<file path="config.mk">
export PLATFORM = sky130hd
export DESIGN_NAME = mem_arbiter
export DESIGN_NICKNAME = d
export VERILOG_FILES = /design/src/rtl/mem_arbiter.sv
export SDC_FILE = /design/constraint.sdc
export NUM_CORES = 1
export LEC_CHECK = 0
export BUFFER_PORTS_ARGS = -buffer_cell sky130_fd_sc_hd__buf_2
export CORE_MARGIN = 5
export CORE_UTILIZATION = 34
export DETAILED_ROUTE_END_ITERATION = 8
export PLACE_DENSITY_LB_ADDON = 0.2
export SYNTH_ARGS = -nofsm -noshare
export SYNTH_HDL_FRONTEND = slang
export SYNTH_SLANG_ARGS = --single-unit
</file>
<file path="constraint.sdc">
create_clock -name clk -period 2.77 [get_ports clk]
set_input_delay 0.1385 -clock clk [delete_from_list [all_inputs] [get_ports clk]]
set_output_delay 0.1385 -clock clk [all_outputs]
set_load 0.005 [all_outputs]
</file>
<file path="src/rtl/mem_arbiter.sv">
// Two-requester round-robin arbiter for a shared synchronous-read RAM, with
// optional bounded-burst locking and one-cycle read-data return per requester.
module mem_arbiter #(
    parameter int ADDR_W    = 9,
    parameter int DATA_W    = 16,
    parameter int MAX_BURST = 4
) (
    input  logic              clk,
    input  logic              reset,
    input  logic [1:0]        a_cmd,
    input  logic [ADDR_W-1:0] a_addr,
    input  logic [DATA_W-1:0] a_wdata,
    input  logic              a_lock,
    output logic              a_ack,
    output logic              a_rvalid,
    output logic [DATA_W-1:0] a_rdata,
    input  logic [1:0]        b_cmd,
    input  logic [ADDR_W-1:0] b_addr,
    input  logic [DATA_W-1:0] b_wdata,
    input  logic              b_lock,
    output logic              b_ack,
    output logic              b_rvalid,
    output logic [DATA_W-1:0] b_rdata,
    output logic [ADDR_W-1:0] ram_addr,
    output logic [DATA_W-1:0] ram_wdata,
    output logic              ram_write,
    input  logic [DATA_W-1:0] ram_rdata,
    output logic [1:0]        owner
);

    typedef enum logic [1:0] {
        IDLE  = 2'b00,
        OWN_A = 2'b01,
        OWN_B = 2'b10
    } state_t;

    localparam logic [1:0] CMD_READ  = 2'b01;
    localparam logic [1:0] CMD_WRITE = 2'b10;
    localparam logic [3:0] MAX_CNT   = 4'(MAX_BURST);

    state_t     state_r, state_s;
    logic       last_b_r, last_b_s;
    logic [3:0] cnt_r, cnt_s;
    logic       rd_a_r, rd_b_r;
    logic       a_req_s, b_req_s, free_s, grant_a_s, grant_b_s;

    // Grant selection and next-state computation.
    always_comb begin
        a_req_s   = (a_cmd == CMD_READ) || (a_cmd == CMD_WRITE);
        b_req_s   = (b_cmd == CMD_READ) || (b_cmd == CMD_WRITE);
        grant_a_s = 1'b0;
        grant_b_s = 1'b0;
        state_s   = state_r;
        cnt_s     = cnt_r;
        last_b_s  = last_b_r;

        // A lock dropped this cycle releases ownership immediately.
        case (state_r)
            IDLE:    free_s = 1'b1;
            OWN_A:   free_s = ~a_lock;
            OWN_B:   free_s = ~b_lock;
            default: free_s = 1'b1;
        endcase

        if (reset) begin
            grant_a_s = 1'b0;
            grant_b_s = 1'b0;
        end else if (free_s) begin
            if (a_req_s && b_req_s) begin
                grant_a_s = last_b_r;
                grant_b_s = ~last_b_r;
            end else begin
                grant_a_s = a_req_s;
                grant_b_s = b_req_s;
            end
        end else if (state_r == OWN_A) begin
            grant_a_s = a_req_s;
        end else begin
            grant_b_s = b_req_s;
        end

        if (free_s) begin
            state_s = IDLE;
            cnt_s   = 4'd0;
            if (grant_a_s && a_lock) begin
                state_s = OWN_A;
                cnt_s   = 4'd1;
            end else if (grant_b_s && b_lock) begin
                state_s = OWN_B;
                cnt_s   = 4'd1;
            end else begin
                state_s = IDLE;
            end
        end else if (grant_a_s || grant_b_s) begin
            // Reaching the burst limit forces release; `last` then favours the other side.
            if (cnt_r + 4'd1 == MAX_CNT) begin
                state_s = IDLE;
                cnt_s   = 4'd0;
            end else begin
                cnt_s   = cnt_r + 4'd1;
            end
        end else begin
            cnt_s = cnt_r;
        end

        if (grant_a_s) begin
            last_b_s = 1'b0;
        end else if (grant_b_s) begin
            last_b_s = 1'b1;
        end else begin
            last_b_s = last_b_r;
        end
    end

    // Arbitration state, burst counter and pending-read flags.
    always_ff @(posedge clk) begin
        if (reset) begin
            state_r  <= IDLE;
            last_b_r <= 1'b1;
            cnt_r    <= 4'd0;
            rd_a_r   <= 1'b0;
            rd_b_r   <= 1'b0;
        end else begin
            state_r  <= state_s;
            last_b_r <= last_b_s;
            cnt_r    <= cnt_s;
            rd_a_r   <= grant_a_s && (a_cmd == CMD_READ);
            rd_b_r   <= grant_b_s && (b_cmd == CMD_READ);
        end
    end

    // RAM command mux and requester-facing outputs.
    always_comb begin
        ram_addr  = '0;
        ram_wdata = '0;
        ram_write = 1'b0;
        if (grant_a_s) begin
            ram_addr  = a_addr;
            ram_wdata = a_wdata;
            ram_write = (a_cmd == CMD_WRITE);
        end else if (grant_b_s) begin
            ram_addr  = b_addr;
            ram_wdata = b_wdata;
            ram_write = (b_cmd == CMD_WRITE);
        end else begin
            ram_write = 1'b0;
        end
        a_ack    = grant_a_s;
        b_ack    = grant_b_s;
        // Reset masks any read still in flight from the cycle before it.
        a_rvalid = rd_a_r & ~reset;
        b_rvalid = rd_b_r & ~reset;
        a_rdata  = a_rvalid ? ram_rdata : '0;
        b_rdata  = b_rvalid ? ram_rdata : '0;
        owner    = reset ? 2'b00 : state_r;
    end

endmodule

</file>
==> metrics, run 1 <==
fraction of layout cells with a size suffix above 1=0.5636; worst slew pin tran=about 0.80 ns; hpwl dp=3685 µm; IO Pins=~140; normalized max-slew margin=0.4680; Critical Path Sink Type=output pin; Final Hold Viols=0; via/cell ratio=4.913; Synth Cell Area=1191 µm²; wire length on met3=approximately 630 µm; setup tns final=0 ns; Antenna Nets Post-Route=0; cell leakage power=between 1 and 1.5 nW; switching share of total power=0.3548; P_sw=186.8 µW; WHS Path Cells=3; CTS tree=yes; fillers=350; crit path time final=about 2.6 ns; final instance area=approximately 1900 µm²; initial core utilization=0.3542; Antenna diodes=0; CTS Root Cell=clkbuf_4; RSZ-0062 raised after global routing=false; combinational fraction of design power=0.522; PortBufs=137; first-pass GRT wire length=~7000 µm; Hold-fix buffers, CTS=0; crit share post-route=0.9333; clock slew at reported path FFs=~0.070 ns; EDFF count, synth=0; Fmax=a little under 400 MHz; critical path arrival=~2.5 ns; Global Route Usage Sum=0.1704; final setup vio count=0; GPL Wtd Cong=0.8184; CTS sink count=9; DR top layer=met4; clk buf depth=2; sequential fraction of the synthesis area=0.1513; Metal-1 WL=1594 µm; Reg2Reg Launch Point=state_r[0]; DR WL met2=2044 µm; Max VDD drop=roughly 0.16 mV; syn avg cell area=8.448 µm²; nets=358; Max Clock Skew=0.007195 ns; Cells after Synth=141; Die Area=4787 µm²; Int Pwr=~340 µW; area delta synth->final=60.50%; clock latency on the worst-skew pair=0.27 ns; pin count of the biggest net entering global routing=29; Critical Path Start=state_r[0]; post-layout util=0.5685; Worst Hold Path EP=rd_a_r; initial antenna violation count=0; Synth async-reset ratio=0; Flop pwr share=0.276; PwrDens=275.4 nW/µm²; initial DRC count=15; Max H-tree Level=1; Inserted Clock Buffers=3; Die Ht=69.19 µm; startpoint types=register; # Post-CTS Setup Buffers=0; critical path class=reg -> out; vias=1577; DP Area=between 1500 and 2000 µm²; status=finished clean; maxcap violations=0; final WL=4349 µm; number of global-route vias before repair=approximately 1500; Worst Path Required=2.63 ns; Hold Crit Class=in -> reg; Seq cells post-synth=9; Pre-Repair DR Iteration Count=4; Synth cell types=40; wire per inst=13.55 µm; worst reg2reg path depth=6; syn_nets=around 220; Core Rows=21; Core Footprint=~3400 µm²; drt drc=0; CP max FO=28; Reg2Reg Capture Point=rd_a_r; Max Slew Vio Count=0; R2R setup slack=0.68 ns; total gr overflow=0; Synth warnings=0; Synth Flop Type=dfxtp_1; die width=69.19 µm; hold wc startpoint=a_cmd[0]; Clk network pwr share=0.202
## power by group through the flow
stage          Clock, mW  Combinational (mW)  Sequential (mW)
2_1_floorplan          0               0.161            0.146
3_3_place_gp           0               0.271            0.148
3_5_place_dp           0               0.273            0.148
4_1_cts            0.113               0.274            0.145
5_1_grt            0.118               0.301            0.147
6_report           0.106               0.275            0.145
## repair_timing
| item | in CTS | in global routing |
|---|---|---|
| endpoints found under the setup margin | 0 | 16 |
| resized for setup | 0 | 2 |
| hold endpoints to repair | 0 | 0 |
## state kept, by name, indices dropped and copies added, names as in the netlist
| name | count |
|---|---|
| rd_a_r | 1 |
| last_b_r | 1 |
| state_r | 2 |
| cnt_r | 4 |
| rd_b_r | 1 |
## critical path, stage by stage, from the launching register on
cell       delay, ns
dfxtp_1         0.33
inv_1           0.07
ha_1            0.37
or3_1           0.51
a2111oi_4       0.34
buf_6           0.26
a22o_1          0.18
buf_2           0.11
## worst max-delay path by stage
| stage | slack, ns | cells after the start | end |
|---|---|---|---|
| after floorplan | 0.52 | 7 | ram_addr[6] |
| after global placement | 0.45 | 7 | ram_wdata[1] |
| after detailed placement | 0.41 | 7 | ram_wdata[1] |
| after CTS | 0.11 | 7 | ram_wdata[1] |
| after global routing | 0.04 | 7 | ram_wdata[1] |
| final | 0.18 | 7 | ram_wdata[1] |
## cell usage after synthesis (all sizes together), types with 2 or more instances
cell / number / area share
a2111oi: 3 / 0.054
a21oi: 2 / 0.0084
a22o: 26 / 0.20
a31oi: 2 / 0.011
and2: 34 / 0.18
buf: 6 / 0.050
clkbuf: 3 / 0.0095
dfxtp: 9 / 0.15
ha: 8 / 0.084
inv: 7 / 0.022
nand2: 3 / 0.0095
nand2b: 2 / 0.011
nand3b: 2 / 0.013
nor2: 6 / 0.019
nor2b: 5 / 0.033
nor3: 2 / 0.0084
o21ai: 2 / 0.0084
## routing by layer
| layer | up-vias | global-route usage |
|---|---|---|
| met2 | 101 | 0.3051 |
| met3 | 7 | 0.07971 |
| li1 | 788 | - |
| met1 | 681 | 0.1697 |
| met4 | 0 | 0.06508 |
| met5 | - | 0 |
## cell usage in the layout, fill, tap and decap left out, drive strengths merged
cell	instances
a311oi	1
nor3	2
a22o	26
o311ai	1
inv	7
a31oi	2
or4b	1
buf	139
dfxtp	9
clkbuf	4
a31o	1
and2	34
o21ai	2
o31ai	1
and3b	1
or3	1
nor4b	1
nor2	6
o2111ai	1
nor4bb	1
nand2b	2
nor2b	5
nand3	1
o22ai	1
o221a	1
a211oi	1
nand3b	2
a21oi	2
o211ai	1
ha	8
a211o	1
and2b	1
xnor2	1
a21bo	1
a2111oi	3
nand2	3
## through the flow
step,hold WS (ns),cells,power [mW],setup WS (ns)
CTS,0.2058,321,0.5319,0.1104
finish,0.2112,321,0.5264,0.1847
floorplan,0.3311,141,0.3077,0.5244
global route,0.2247,321,0.5658,0.03978
detailed placement,0.4933,317,0.4211,0.4141
global placement,0.4990,317,0.4190,0.4467
## cells by family (layout without fill, tap and decap cells)
kind of cell,Yosys count,after routing,synth area share
DFF,9,9,0.1513
and+or+nand+nor,61,61,0.3183
adders and majority gates,8,8,0.08404
buffers and inverters,16,150,0.08193
AOI/OAI and AO/OA,46,46,0.3572
xor gates and xnor gates,1,1,0.007354
## final cells by class
class | count | area [µm²] | share of cell area
Multi-Input combinational cell | 116 | 913.4 | 0.4777
Timing Repair Buffer | 139 | 708.2 | 0.3704
Clock buffer | 4 | 26.28 | 0.01374
Tap cell | 46 | 57.56 | 0.03010
Sequential cell | 9 | 180.2 | 0.09424
Inverter | 7 | 26.28 | 0.01374
(Power assumes the default switching activity.)
==> inputs of run 2 (changes only) <==
--- a/config.mk
+++ b/config.mk
@@ -5,11 +5,13 @@
 export SDC_FILE = /design/constraint.sdc
 export NUM_CORES = 1
 export LEC_CHECK = 0
+export ABC_AREA = 1
 export BUFFER_PORTS_ARGS = -buffer_cell sky130_fd_sc_hd__buf_2
 export CORE_MARGIN = 5
-export CORE_UTILIZATION = 34
+export CORE_UTILIZATION = 35
 export DETAILED_ROUTE_END_ITERATION = 8
 export PLACE_DENSITY_LB_ADDON = 0.2
+export REMOVE_ABC_BUFFERS = 1
 export SYNTH_ARGS = -nofsm -noshare
 export SYNTH_HDL_FRONTEND = slang
 export SYNTH_SLANG_ARGS = --single-unit
==> metrics, run 2 <==
status=finished clean; max FFs per register=4 (unchanged); pin count of the biggest net entering global routing=29 (unchanged); Synth Flop Type=dfxtp_1; clk buf depth=2 (unchanged); Max Clock Skew=0.0006755 ns (-0.006519 ns); Synth Cell Area=1270 µm² (+6.6%); Reg2Reg Launch Point=state_r[0]; hpwl dp=3976 µm (+7.9%); Top reg by flops=cnt_r; clock latency on the worst-skew pair=0.26 ns (about the same); wire per inst=11.10 µm (-18%); initial core utilization=0.3718 (+0.01763); count leader, synth=nand2_1; Int Pwr=492.2 µW (+45%); GPL Wtd Cong=0.8511 (+4.0%); CP max FO=28 (unchanged); vias=1794 (+14%); RSZ-0062 raised after global routing=false; commonest non-fill, non-tap cells in the layout=137 x buf_2, 90 x nand2_1, 45 x nor2_1; Final Power=946.1 µW (+80%); PwrDens=484.4 nW/µm² (+76%); Inserted Clock Buffers=3 (unchanged); fraction of layout cells with a size suffix above 1=0.4469 (-0.1168); CP Capture Point=ram_wdata[1]; slowest CP cell=dfxtp_1; slowest stage delay, CP=0.37 ns (-0.14 ns); Hold-fix buffers, CTS=0 (unchanged); nets=450 (+26%); Max VDD drop=0.3712 mV (+130%); top cell type's share of synthesized area=0.2660 (+0.08744); CTS tree=yes; Crit path max-delay family=buffers and inverters; Critical Path Start=state_r[0]; crit path buf inv count=4 (+1); Core Footprint=3416 µm² (+1.6%); initial DRC count=52 (+37); CP Depth=10 (+3); Reg2Reg Capture Point=state_r[1]; crit share post-route=0.7739 (-0.1594); post-layout util=0.5718 (+0.003343); Critical Path Sink Type=output pin; PortBufs=137 (unchanged); cell taking the most area after synthesis=nand2_1; Global Route Usage Sum=0.1806 (+0.01028); Cells after Synth=234 (+66%); Synth warnings=0 (unchanged); critical path arrival=2.01 ns (-0.44 ns); Antenna Nets Post-Route=0 (unchanged); P_sw=453.9 µW (+140%); CTS sink count=9 (unchanged); Pre-Repair DR Iteration Count=4 (unchanged); maxcap violations=0 (unchanged); clock slew at reported path FFs=0.06 ns (about the same); # Post-CTS Setup Buffers=0 (unchanged); worst slew pin tran=0.5328 ns (-0.2636 ns); crit path time final=2.144 ns (-0.4415 ns); Commonest cells post-synth=90 x nand2_1, 45 x nor2_1, 36 x inv_1, 10 x nand2_2, 9 x dfxtp_1; registers with the most flip-flops=cnt_r: 4 flops, state_r: 2 flops; Final Hold Viols=0 (unchanged); EDFF count, synth=0 (unchanged); Flop pwr share=0.205 (-0.071); synth top area cells=nand2_1 27%, dfxtp_1 14%, nor2_1 13%; setup tns final=0 ns (unchanged); final setup vio count=0 (unchanged); syn avg cell area=5.427 µm² (-36%); most common cell after layout, fill and taps aside=buf_2; switching share of total power=0.4798 (+0.1250); R2R setup slack=1.02 ns (+0.34 ns); Fmax=466.5 MHz (+21%); die width=70.24 µm (+1.5%); first-pass GRT wire length=7472 µm (+7.3%); worst reg2reg path depth=10 (+4); CTS Root Cell=clkbuf_4; Max Slew Vio Count=0 (unchanged); Final Non-Filler Cells=413 (+29%); Worst Path Required=2.63 ns (about the same); number of global-route vias before repair=1649 (+8.6%); final WL=4583 µm (+5.4%); critical path class=reg -> out; final instance area=1953 µm² (+2.2%); Die Ht=70.24 µm (+1.5%); Seq cells post-synth=9 (unchanged); normalized max-slew margin=0.6440 (+0.1760); combinational fraction of design power=0.689 (+0.167); Antenna diodes=0 (unchanged); Placed Instances=409 (+29%); Clk network pwr share=0.107 (-0.095); via/cell ratio=4.344 (-12%); drt drc=0 (unchanged); CP cell instances=inv_1 -> ha_1 -> inv_1 -> nand3_4 -> o21ai_0 -> nand3_2 -> inv_4 -> nand2_1 -> nand2_1 -> buf_2; area delta synth->final=53.79%; Synth cell types=26 (-35%); Max H-tree Level=1 (unchanged); cell leakage power=1.411 nW (+28%); post-CTS resize count=0 (unchanged); IO Pins=138 (unchanged); total gr overflow=0 (unchanged); sequential fraction of the synthesis area=0.1419 (-0.009389); Hold Crit Class=in -> reg; Die Area=4933 µm² (+3.0%); initial antenna violation count=0 (unchanged); Core Rows=21 (unchanged); startpoint types=register; Synth async-reset ratio=0 (unchanged); DP Area=1927 µm² (+2.6%)
==> run 2: changes by cell type after synthesis, sizes merged, moves of 3 or more <==
cell / change
nand2: +97
nor2: +41
and2: -34
inv: +33
a22o: -26
nor2b: -5
o21ai: +5
nand3: +4
nand4: +4
a2111oi: -3
clkbuf: -3
==> run 2: final cells by class <==
type	count	area [µm²]
Timing Repair Buffer	137	685.7
Sequential cell	9	180.2
Fill cell	367	1463
Clock buffer	4	26.28
Multi-Input combinational cell	177	848.3
Tap cell	46	57.56
Inverter	40	155.1
==> run 2: cell families (layout without fill, tap and decap cells) <==
family	Yosys count	count (layout)	synth area share
xor+xnor	1	1	0.006898
simple gates	156	156	0.5192
compound gates	12	12	0.06306
fa+ha+maj	8	8	0.07882
flops	9	9	0.1419
buf+inv	48	181	0.1901
==> run 2: metrics by stage <==
step | hold slack (ns) | setup slack, ns
after global placement | 0.3841 | 0.9478
after global routing | 0.1141 | 0.4043
final | 0.1117 | 0.6262
after detailed placement | 0.3886 | 0.8847
after floorplan | 0.2109 | 1.164
after CTS | 0.1089 | 0.5947
==> run 2: power by group through the flow <==
stage | Combinational [mW] | Sequential [mW] | Clock (mW)
5_1_grt | 0.753 | 0.200 | 0.114
3_3_place_gp | 0.656 | 0.195 | 0
3_5_place_dp | 0.660 | 0.196 | 0
4_1_cts | 0.664 | 0.194 | 0.106
6_report | 0.652 | 0.194 | 0.101
2_1_floorplan | 0.412 | 0.189 | 0
==> run 2: worst min path at each step <==
stage | from | to | slack, ns | cells past startpoint
detailed placement | reset | cnt_r[1] | 0.39 | 2
global route | reset | cnt_r[1] | 0.11 | 2
finish | reset | cnt_r[1] | 0.11 | 2
global placement | reset | cnt_r[1] | 0.38 | 2
floorplan | reset | cnt_r[1] | 0.21 | 1
CTS | reset | cnt_r[1] | 0.11 | 2
==> run 2: worst reg2reg max path, stage by stage (launching register included) <==
cell	delay (ns)
dfxtp_1	0.37
inv_1	0.07
ha_1	0.29
inv_1	0.11
nand3_4	0.12
nand2_2	0.09
nand3_2	0.13
nand2_2	0.23
nand2_1	0.11
nand2_1	0.08
nand2_1	0.05
==> run 2: routing by layer <==
metal	global-route usage	vias up	routed length, µm
li1	-	956	-
met1	0.1933	731	1695
met2	0.3170	91	2207
met3	0.06169	16	499
met4	0.08085	0	180
met5	0	-	0
